`config.mk`:
```
export PLATFORM = sky130hd
export DESIGN_NAME = tc_band_colour
export DESIGN_NICKNAME = d
export VERILOG_FILES = /design/src/rtl/test_card_pkg.sv /design/src/rtl/tc_band_colour.sv
export SDC_FILE = /design/constraint.sdc
export NUM_CORES = 1
export LEC_CHECK = 0
export ABC_AREA = 1
export ABC_CLOCK_PERIOD_IN_PS = 2650
export CORE_UTILIZATION = 33
export DETAILED_ROUTE_END_ITERATION = 8
export PLACE_DENSITY_LB_ADDON = 0.25
export SETUP_SLACK_MARGIN = 0.02
export SKIP_LAST_GASP = 1
export SLEW_MARGIN = 15
export SYNTH_ARGS = -nofsm -noshare
export SYNTH_HDL_FRONTEND = slang
export SYNTH_SLANG_ARGS = --single-unit
```
`constraint.sdc`:
```
create_clock -name vclk -period 2.65
set_input_delay 0.53 -clock vclk [all_inputs]
set_output_delay 0.53 -clock vclk [all_outputs]
set_load 0.05 [all_outputs]
```
`src/rtl/test_card_pkg.sv`:
```
// Shared constants and types for the colour-bar test card checker.
package test_card_pkg;

  localparam logic [23:0] BAND_K0 = 24'hFF0000;
  localparam logic [23:0] BAND_K1 = 24'hFFFF00;
  localparam logic [23:0] BAND_K2 = 24'h00FF00;
  localparam logic [23:0] BAND_K3 = 24'h00FFFF;
  localparam logic [23:0] BAND_K4 = 24'h0000FF;
  localparam logic [23:0] BAND_K5 = 24'hFF00FF;
  localparam logic [23:0] BAND_K6 = 24'h3F3F3F;
  localparam logic [23:0] BAND_K7 = 24'h808080;
  localparam logic [23:0] BAND_OFF = 24'h000000;

  typedef enum logic [1:0] {
    ST_IDLE   = 2'd0,
    ST_CHECK  = 2'd1,
    ST_LOCKED = 2'd2
  } tc_state_e;

  function automatic int band_width(input int h_res);
    return h_res >> 3;
  endfunction

endpackage

```
`src/rtl/tc_band_colour.sv`:
```
// Combinational map from a horizontal coordinate to the expected bar colour.
module tc_band_colour import test_card_pkg::*; #(
  parameter int H_RES = 640
) (
  input  logic signed [15:0] x,
  output logic [23:0]        rgb
);

  localparam int HW   = band_width(H_RES);
  localparam int SPAN = 8 * HW;

  int         xi;
  logic [2:0] band;

  assign xi = int'(x);

  // Band index is the number of band boundaries at or left of x.
  always_comb begin
    band = 3'd0;
    for (int k = 1; k < 8; k++) begin
      if (xi >= k * HW) band = 3'(k);
    end
    case (band)
      3'd0:    rgb = BAND_K0;
      3'd1:    rgb = BAND_K1;
      3'd2:    rgb = BAND_K2;
      3'd3:    rgb = BAND_K3;
      3'd4:    rgb = BAND_K4;
      3'd5:    rgb = BAND_K5;
      3'd6:    rgb = BAND_K6;
      default: rgb = BAND_K7;
    endcase
    if (xi < 0 || xi >= SPAN) rgb = BAND_OFF;
  end

endmodule

```
==> results of run 1 <==
==> critical path, delay by kind of cell <==
family / cells / cell delay (ns)
mux: 1 / 0.17
simple gates: 4 / 0.60
compound gates: 2 / 0.21
buf+inv: 5 / 0.69
==> cell usage in the layout (no fill, tap or decap), types with 2 or more instances in the layout <==
cell type,n
nand2_1,15
nand2_4,6
nand4_1,3
inv_2,4
buf_6,5
buf_4,16
buf_12,26
nor2_1,3
o21ai_0,2
clkbuf_2,10
inv_1,6
nor2_4,4
o21ai_2,3
nor2_2,4
a21oi_4,2
nand2_2,6
==> power by group through the flow <==
| stage | combinational [mW] | sequential, mW | clock [mW] |
|---|---|---|---|
| after detailed placement | 0.225 | 0 | 0 |
| after CTS | 0.233 | 0 | 0 |
| final | 0.246 | 0 | 0 |
| after floorplan | 0.113 | 0 | 0 |
| after global routing | 0.252 | 0 | 0 |
| after global placement | 0.219 | 0 | 0 |
==> stage by stage <==
step	hold slack (ns)	utilization, %	cells	worst slack [ns]
2_1_floorplan	1.33	-	81	-0.0926
3_3_place_gp	2.15	88.5	134	-0.245
3_5_place_dp	2.15	88.5	134	-0.323
4_1_cts	1.90	94.1	138	0.0228
5_1_grt	1.88	95.0	139	-0.122
6_report	1.87	95.0	139	-0.0826
==> worst min path at each step <==
stage	from	endpoint	slack [ns]	cells past startpoint
floorplan	x[15]	rgb[0]	1.33	3
global placement	x[8]	rgb[23]	2.15	7
detailed placement	x[15]	rgb[6]	2.15	6
CTS	x[13]	rgb[22]	1.90	9
global route	x[8]	rgb[23]	1.88	7
finish	x[15]	rgb[23]	1.87	7
==> routing by layer <==
metal	track usage [%]	vias to the layer above	routed length [um]
li1	-	332	-
met1	29.7	346	940
met2	58.3	79	1390
met3	1.70	20	242
met4	3.45	0	179
met5	0	-	0
==> area by class of cell <==
| type | instances | share of cell area [%] |
|---|---|---|
| timing repair buffer | 58 | 61.2 |
| tap | 15 | 1.52 |
| inverter | 10 | 3.04 |
| multi-input combinational | 56 | 34.2 |
==> what timing repair did <==
item | CTS | global route
pin swaps | 18 | 23
gates resized for setup | 31 | 36
buffers inserted | 4 | 2
setup endpoints to repair | 23 | 24
==> logic make-up after synthesis <==
group / synth area share [%]
AO/OA/AOI/OAI: 17.2
buffers and inverters: 32.8
multiplexers: 2.19
AND/OR/NAND/NOR: 47.8
==> results.cfg, run 1 <==
[pwr]
leakage_nw = 0.583
switchingPower_mw = 0.138
clkPwrFrac_pct = 0
total_power_mw = 0.246
power_frac_seq_pct = 0
netSwitchingFraction_pct = 56.0
ir_drop_uv = 144
intPower_mw = 0.108
comb_power_share_pct = 100.0
power_density_nw_per_um2 = 199

[floorplan]
fp.dieArea_sq_um = 1540
die_h_um = 39.3
ios = 40
rows = 13
core_sq_um = 1300
die_w_um = 39.3
initial_core_util_pct = 35.2

[timing]
slew_headroom_pct = 80.0
fin_ws_ns = -0.0826
period_minus_slack_ns = 2.73
fin_crit_sh_pct = 103
fmax_mhz = 366
finalHoldViolations = 0
finalSetupViolations = 12
rsz0062_at_grt = true
maxSlewViolCount = 0
tns_ns = -0.565
tightest_slew_ns = 0.296

[finish]
area.sequential_sq_um = 0
antenna_cells = 0
drive_gt1_share_pct = 73.4
fill_cells = 34
finalInstanceArea_sq_um = 1240
synthToLayoutAreaGrowth_pct = 170
seq_cell_count = 0
nClkBuffers = 0
multi_input_area_sq_um = 423
fin_nets = 142

[drt]
drt-total-wl_um = 2760
num_vias = 777
wire_per_inst_um = 19.8
remaining_drc_errors = 0
via_per_inst = 5.59
antenna_left = 0
drtIter0Drc = 56
detail_route.first_pass.iterations = 4

[critical_path]
endpoint = rgb[20]
max_stage_delay_ns = 0.26
critical_path_class = in -> out
cp.arrival_ns = 2.20
cp_cell_sequence = clkbuf_2 > nor2_4 > buf_6 > o21ai_0 > nor2_1 > nand2_1 > nand2_2 > o211ai_4 > buf_6 > mux2i_4 > buf_12 > buf_12
cp_max_fo = 6
critPathRequiredTime_ns = 2.12
crit_path_start_kind = input pin
slowest_stage = nor2_1
cp-end-kind = output port
startpoint = x[10]

[grt]
grt_max_degree = 8
grt_usage_pct = 27.7
grt_pass1_vias = 681
antenna_found_initial = 0
grt_pass1_wl_um = 2970
gr-total-overflow = 0

[placement]
place.gp.congestion = 0.781
dp.final_hpwl_um = 1390
numPortBuffers = 36
placed_area_sq_um = 1150

[logic_synthesis]
synth_top_area_cell = buf_4
ys_seq_area_share_pct = 0
yosys.cell_types.count = 20
synth_area_sq_um = 458
netlist.area_leader.share_pct = 24.6
yosysMostFrequentCell = nand2_1
syn_nets = 97
netlist_instances = 81
synth_warnings = 0
avgSynthCellArea_sq_um = 5.65
synth.area.top_cells = buf_4 (25%), nand2_1 (17%), nand2_2 (6.8%)
synthTopCellsByCount = nand2_1 (21), buf_4 (15), inv_1 (8), nor2_1 (6), nand2_2 (5)

[min_path]
holdCritPathClass = in -> out

[outcome]
violations = setup timing
status = finished, violations left

[clock_network]
hold_buffers = 0

[flow_run]
maxCapViolCount = 0
Note: power is estimated with default switching activity, not from simulation.
==> run 2, diff against run 1 <==
--- a/config.mk
+++ b/config.mk
@@ -7,7 +7,10 @@
 export LEC_CHECK = 0
 export ABC_AREA = 1
 export ABC_CLOCK_PERIOD_IN_PS = 2650
-export CORE_UTILIZATION = 33
+export CELL_PAD_IN_SITES_DETAIL_PLACEMENT = 1
+export CELL_PAD_IN_SITES_GLOBAL_PLACEMENT = 1
+export CORE_ASPECT_RATIO = 1.1
+export CORE_UTILIZATION = 20
 export DETAILED_ROUTE_END_ITERATION = 8
 export PLACE_DENSITY_LB_ADDON = 0.25
 export SETUP_SLACK_MARGIN = 0.02
==> run 2 against run 1 <==
The flow now finishes without violations. First-iteration DRC count is 98% lower. Largest cell class unchanged. Global-route usage shrank 12 points. Cell count rose by 12%. Count of clock-buffer cells in the layout did not move. Via count is 11% lower. Die area rose by 61%.
==> results.cfg, run 2 (synthesis results as in run 1) <==
[finish]
finalInstanceArea_sq_um = 1250
antenna_cells = 0
seq_cell_count = 0
layout_common_cells = buf_12 (27), buf_4 (23), nand2_1 (17), clkbuf_2 (10), nand2_2 (8)
synthToLayoutAreaGrowth_pct = 172
final_common_cell = buf_12
nClkBuffers = 0
drive_gt1_share_pct = 69.5
fin_nets = 146
fin_cells = 156
area.sequential_sq_um = 0

[floorplan]
die_h_um = 52.2
ios = 40
fp.dieArea_sq_um = 2490
core_sq_um = 2080
rows = 17
initial_core_util_pct = 22.0
die_w_um = 47.6

[timing]
maxSlewViolCount = 0
fmax_mhz = 387
finalSetupViolations = 0
slew_headroom_pct = 79.1
period_minus_slack_ns = 2.58
finalHoldViolations = 0
tightest_slew_ns = 0.311
fin_crit_sh_pct = 97.5

[critical_path]
max_stage_delay_ns = 0.18
cp-end-kind = output port
critPathRequiredTime_ns = 2.12
critical_path_class = in -> out
crit_path_frequent_cell = nand2_1
crit_family = simple AND/OR/NAND/NOR gates
path_buf_inv = 4
crit_path_start_kind = input pin
cp_max_fo = 6
cp.arrival_ns = 2.05
slowest_stage = nor2_4
cp_cell_sequence = clkbuf_2 > nor2_4 > nand2_2 > nor2_4 > o21ai_1 > nand2_1 > buf_4 > nand2_1 > nand2_1 > nand3_2 > nand2_2 > buf_12 > buf_12

[pwr]
clkPwrFrac_pct = 0
power_density_nw_per_um2 = 193
power_frac_seq_pct = 0
netSwitchingFraction_pct = 53.0
comb_power_share_pct = 100.0
switchingPower_mw = 0.127
ir_drop_uv = 141
intPower_mw = 0.113
total_power_mw = 0.241
leakage_nw = 0.580

[drt]
drtIter0Drc = 1
drt-total-wl_um = 2040
remaining_drc_errors = 0
detail_route.first_pass.iterations = 4
antenna_left = 0
via_per_inst = 4.46
num_vias = 695
wire_per_inst_um = 13.1

[grt]
grt_usage_pct = 15.7
gr-total-overflow = 0
antenna_found_initial = 0
grt_pass1_vias = 690
grt_max_degree = 8
grt_pass1_wl_um = 2890

[min_path]
hold_depth = 6
min-delay-start = x[8]
min_to = rgb[15]
holdCritPathClass = in -> out

[placement]
numPortBuffers = 36
placed_area_sq_um = 1170
place.gp.congestion = 0.759
place_inst = 148
dp.final_hpwl_um = 1570

[outcome]
status = finished clean

[flow_run]
maxCapViolCount = 0

[clock_network]
hold_buffers = 0
[run 2: repair_timing]
action	4_1_cts	5_1_grt
setup endpoints to repair	23	21
cloned	0	0
resized for setup	27	26
setup buffers	4	4
pin swaps	11	15
[run 2: how the worst max path moves through the flow]
stage | startpoint | end | slack [ns] | depth (start not counted)
after floorplan | x[11] | rgb[1] | -0.09 | 8
final | x[11] | rgb[12] | 0.07 | 13
after detailed placement | x[7] | rgb[19] | -0.36 | 10
after global routing | x[11] | rgb[10] | -0.03 | 13
after global placement | x[7] | rgb[20] | -0.28 | 10
after CTS | x[12] | rgb[19] | 0.02 | 10
[run 2: area by class of cell]
| cell class | instances | area [sq um] |
|---|---|---|
| fill | 260 | 837 |
| multi-input combinational | 56 | 398 |
| inverter | 10 | 37.5 |
| timing repair buffer | 62 | 777 |
| tap | 28 | 35.0 |
[run 2: power by group through the flow]
stage          Sequential [mW]  Clock, mW  Combinational (mW)
2_1_floorplan                0          0               0.113
3_3_place_gp                 0          0               0.223
3_5_place_dp                 0          0               0.229
4_1_cts                      0          0               0.231
5_1_grt                      0          0               0.251
6_report                     0          0               0.241
[run 2: metrics by stage]
step | hold slack, ns | util (%) | TNS [ns] | setup slack [ns]
finish | 1.81 | 59.8 | 0 | 0.0660
global route | 1.86 | 59.8 | -0.152 | -0.0270
CTS | 1.90 | 58.5 | 0 | 0.0222
detailed placement | 2.12 | 56.4 | -6.22 | -0.361
global placement | 2.12 | 56.4 | -4.62 | -0.282
floorplan | 1.33 | - | -0.474 | -0.0926
[run 2: per-layer routing]
layer / GRT usage, % / routed length, um / share of wire (%) / vias up
li1: - / - / - / 340
met1: 13.9 / 645 / 32 / 329
met2: 36.3 / 1320 / 65 / 26
met3: 0.345 / 77 / 3.8 / 0
met4: 0.926 / 0 / 0 / 0
met5: 0 / 0 / 0 / -
==> run 3, diff against run 2 <==
==> constraint.sdc (replaced) <==
create_clock -name vclk -period 2.65
set_input_delay 0.6625 -clock vclk [all_inputs]
set_output_delay 0.6625 -clock vclk [all_outputs]
set_load 0.05 [all_outputs]
==> run 3 against run 2 <==
The run now ends with setup timing left. Critical path depth unchanged. Largest cell class unchanged. Global-route usage up 10 points. Die area unchanged. First-iteration DRC count rose to 7.0 times the previous value. Final area up 15%. Hold slack better by 0.25 ns. Fmax down 11%. Core utilization up 9.2 points. Worst setup slack worse by 0.31 ns. Cell count up 3.8%. Wire length up 65%.
==> results.cfg, run 3 (synthesis results as in run 1) <==
[outcome]
status = finished, violations left
violations = setup timing

[finish]
final_util_pct = 69.1
nClkBuffers = 0
final_common_cell = buf_12
multi_input_area_sq_um = 478
fin_nets = 152
antenna_cells = 0
seq_cell_count = 0
drive_gt1_share_pct = 84.3
layout_common_cells = buf_12 (28), buf_4 (24), nand2_2 (13), buf_6 (11), nand2_1 (9)
fill_cells = 229
synthToLayoutAreaGrowth_pct = 214
area.sequential_sq_um = 0

[grt]
grt_max_degree = 7
gr-total-overflow = 0
antenna_found_initial = 0
grt_pass1_wl_um = 4510
grt_pass1_vias = 867
grt_usage_pct = 26.2

[critical_path]
max_stage_delay_ns = 0.16
cp-end-kind = output port
critical_path_class = in -> out
critPathRequiredTime_ns = 1.99
cp_max_fo = 6
path_buf_inv = 7
crit_path_start_kind = input pin
cp_cell_sequence = buf_6 > nor2_4 > buf_6 > buf_4 > nand4_1 > nand2_2 > nand2_2 > buf_4 > buf_4 > nand3_2 > nand2_2 > buf_12 > buf_12
crit_family = buffers and inverters
cp.arrival_ns = 2.23
slowest_stage = buf_12

[pwr]
power_density_nw_per_um2 = 193
total_power_mw = 0.278
leakage_nw = 0.646
ir_drop_uv = 124

[floorplan]
die_w_um = 47.6
core_sq_um = 2080
initial_core_util_pct = 22.0
rows = 17
fp.dieArea_sq_um = 2490
ios = 40
die_h_um = 52.2

[timing]
finalSetupViolations = 23
period_minus_slack_ns = 2.90
slew_headroom_pct = 78.0
fmax_mhz = 345
fin_ws_ns = -0.245
tightest_slew_ns = 0.328
maxSlewViolCount = 0
finalHoldViolations = 0
fin_crit_sh_pct = 109
rsz0062_at_grt = true

[drt]
via_per_inst = 4.69
num_vias = 759
drt-total-wl_um = 3380
drtIter0Drc = 7
detail_route.first_pass.iterations = 4
antenna_left = 0
remaining_drc_errors = 0
wire_per_inst_um = 20.9

[min_path]
min_to = rgb[14]
min-delay-start = x[15]
holdCritPathClass = in -> out
hold_depth = 7

[flow_run]
maxCapViolCount = 0

[clock_network]
hold_buffers = 0

[placement]
dp.final_hpwl_um = 1810
place.gp.congestion = 0.769
numPortBuffers = 36
==> run 3: per-layer routing <==
layer / track usage, % / vias up / wire length, um
met4: 8.33 / 0 / 108
met3: 1.72 / 10 / 129
met2: 53.0 / 33 / 1930
met5: 0 / - / 0
li1: - / 354 / -
met1: 26.4 / 362 / 1210
==> run 3: worst max-delay path by stage <==
stage           from       to  slack, ns  cells after the start
2_1_floorplan  x[12]  rgb[17]      -0.18                      8
3_3_place_gp    x[7]  rgb[17]      -0.54                     10
3_5_place_dp    x[7]  rgb[20]      -0.69                     10
4_1_cts        x[10]   rgb[1]      -0.13                     12
5_1_grt        x[11]  rgb[12]      -0.27                     13
6_report       x[11]   rgb[8]      -0.25                     13
==> run 3: area by class of cell <==
type | count | share of cell area, %
inverters | 10 | 2.61
well taps | 28 | 2.43
multi-input cells | 56 | 33.2
repair buffers | 68 | 61.8
==> run 3: tightest hold or removal path, stage by stage <==
cell and delay, ns:
buf_6 0.09, buf_4 0.15, a21oi_2 0.08, nand2_4 0.09, buf_4 0.12, nand2_2 0.07
buf_12 0.15
==> run 3: timing repair <==
action,in CTS,in global routing
pin swaps,24,20
endpoints found under the hold margin,0,0
setup buffers,5,2
gates resized for setup,80,17
setup endpoints to repair,24,24
==> run 3: where the power goes <==
part | switching (mW) | leakage (nW) | total, mW | internal (mW)
combinational | 0.149 | 0.646 | 0.278 | 0.129
clock | 0 | 0 | 0 | 0
sequential | 0 | 0 | 0 | 0
total | 0.149 | 0.646 | 0.278 | 0.129
==> run 3: stage by stage <==
step           area, sq um  hold WS (ns)  worst slack, ns  std cells  TNS (ns)
2_1_floorplan          559          1.60           -0.178         81     -1.40
3_3_place_gp          1270          2.43           -0.538        155    -10.97
3_5_place_dp          1270          2.48           -0.691        155    -14.55
4_1_cts               1380          2.04           -0.135        160     -2.47
5_1_grt               1440          2.08           -0.273        162     -5.56
6_report              1440          2.07           -0.245        162     -4.71
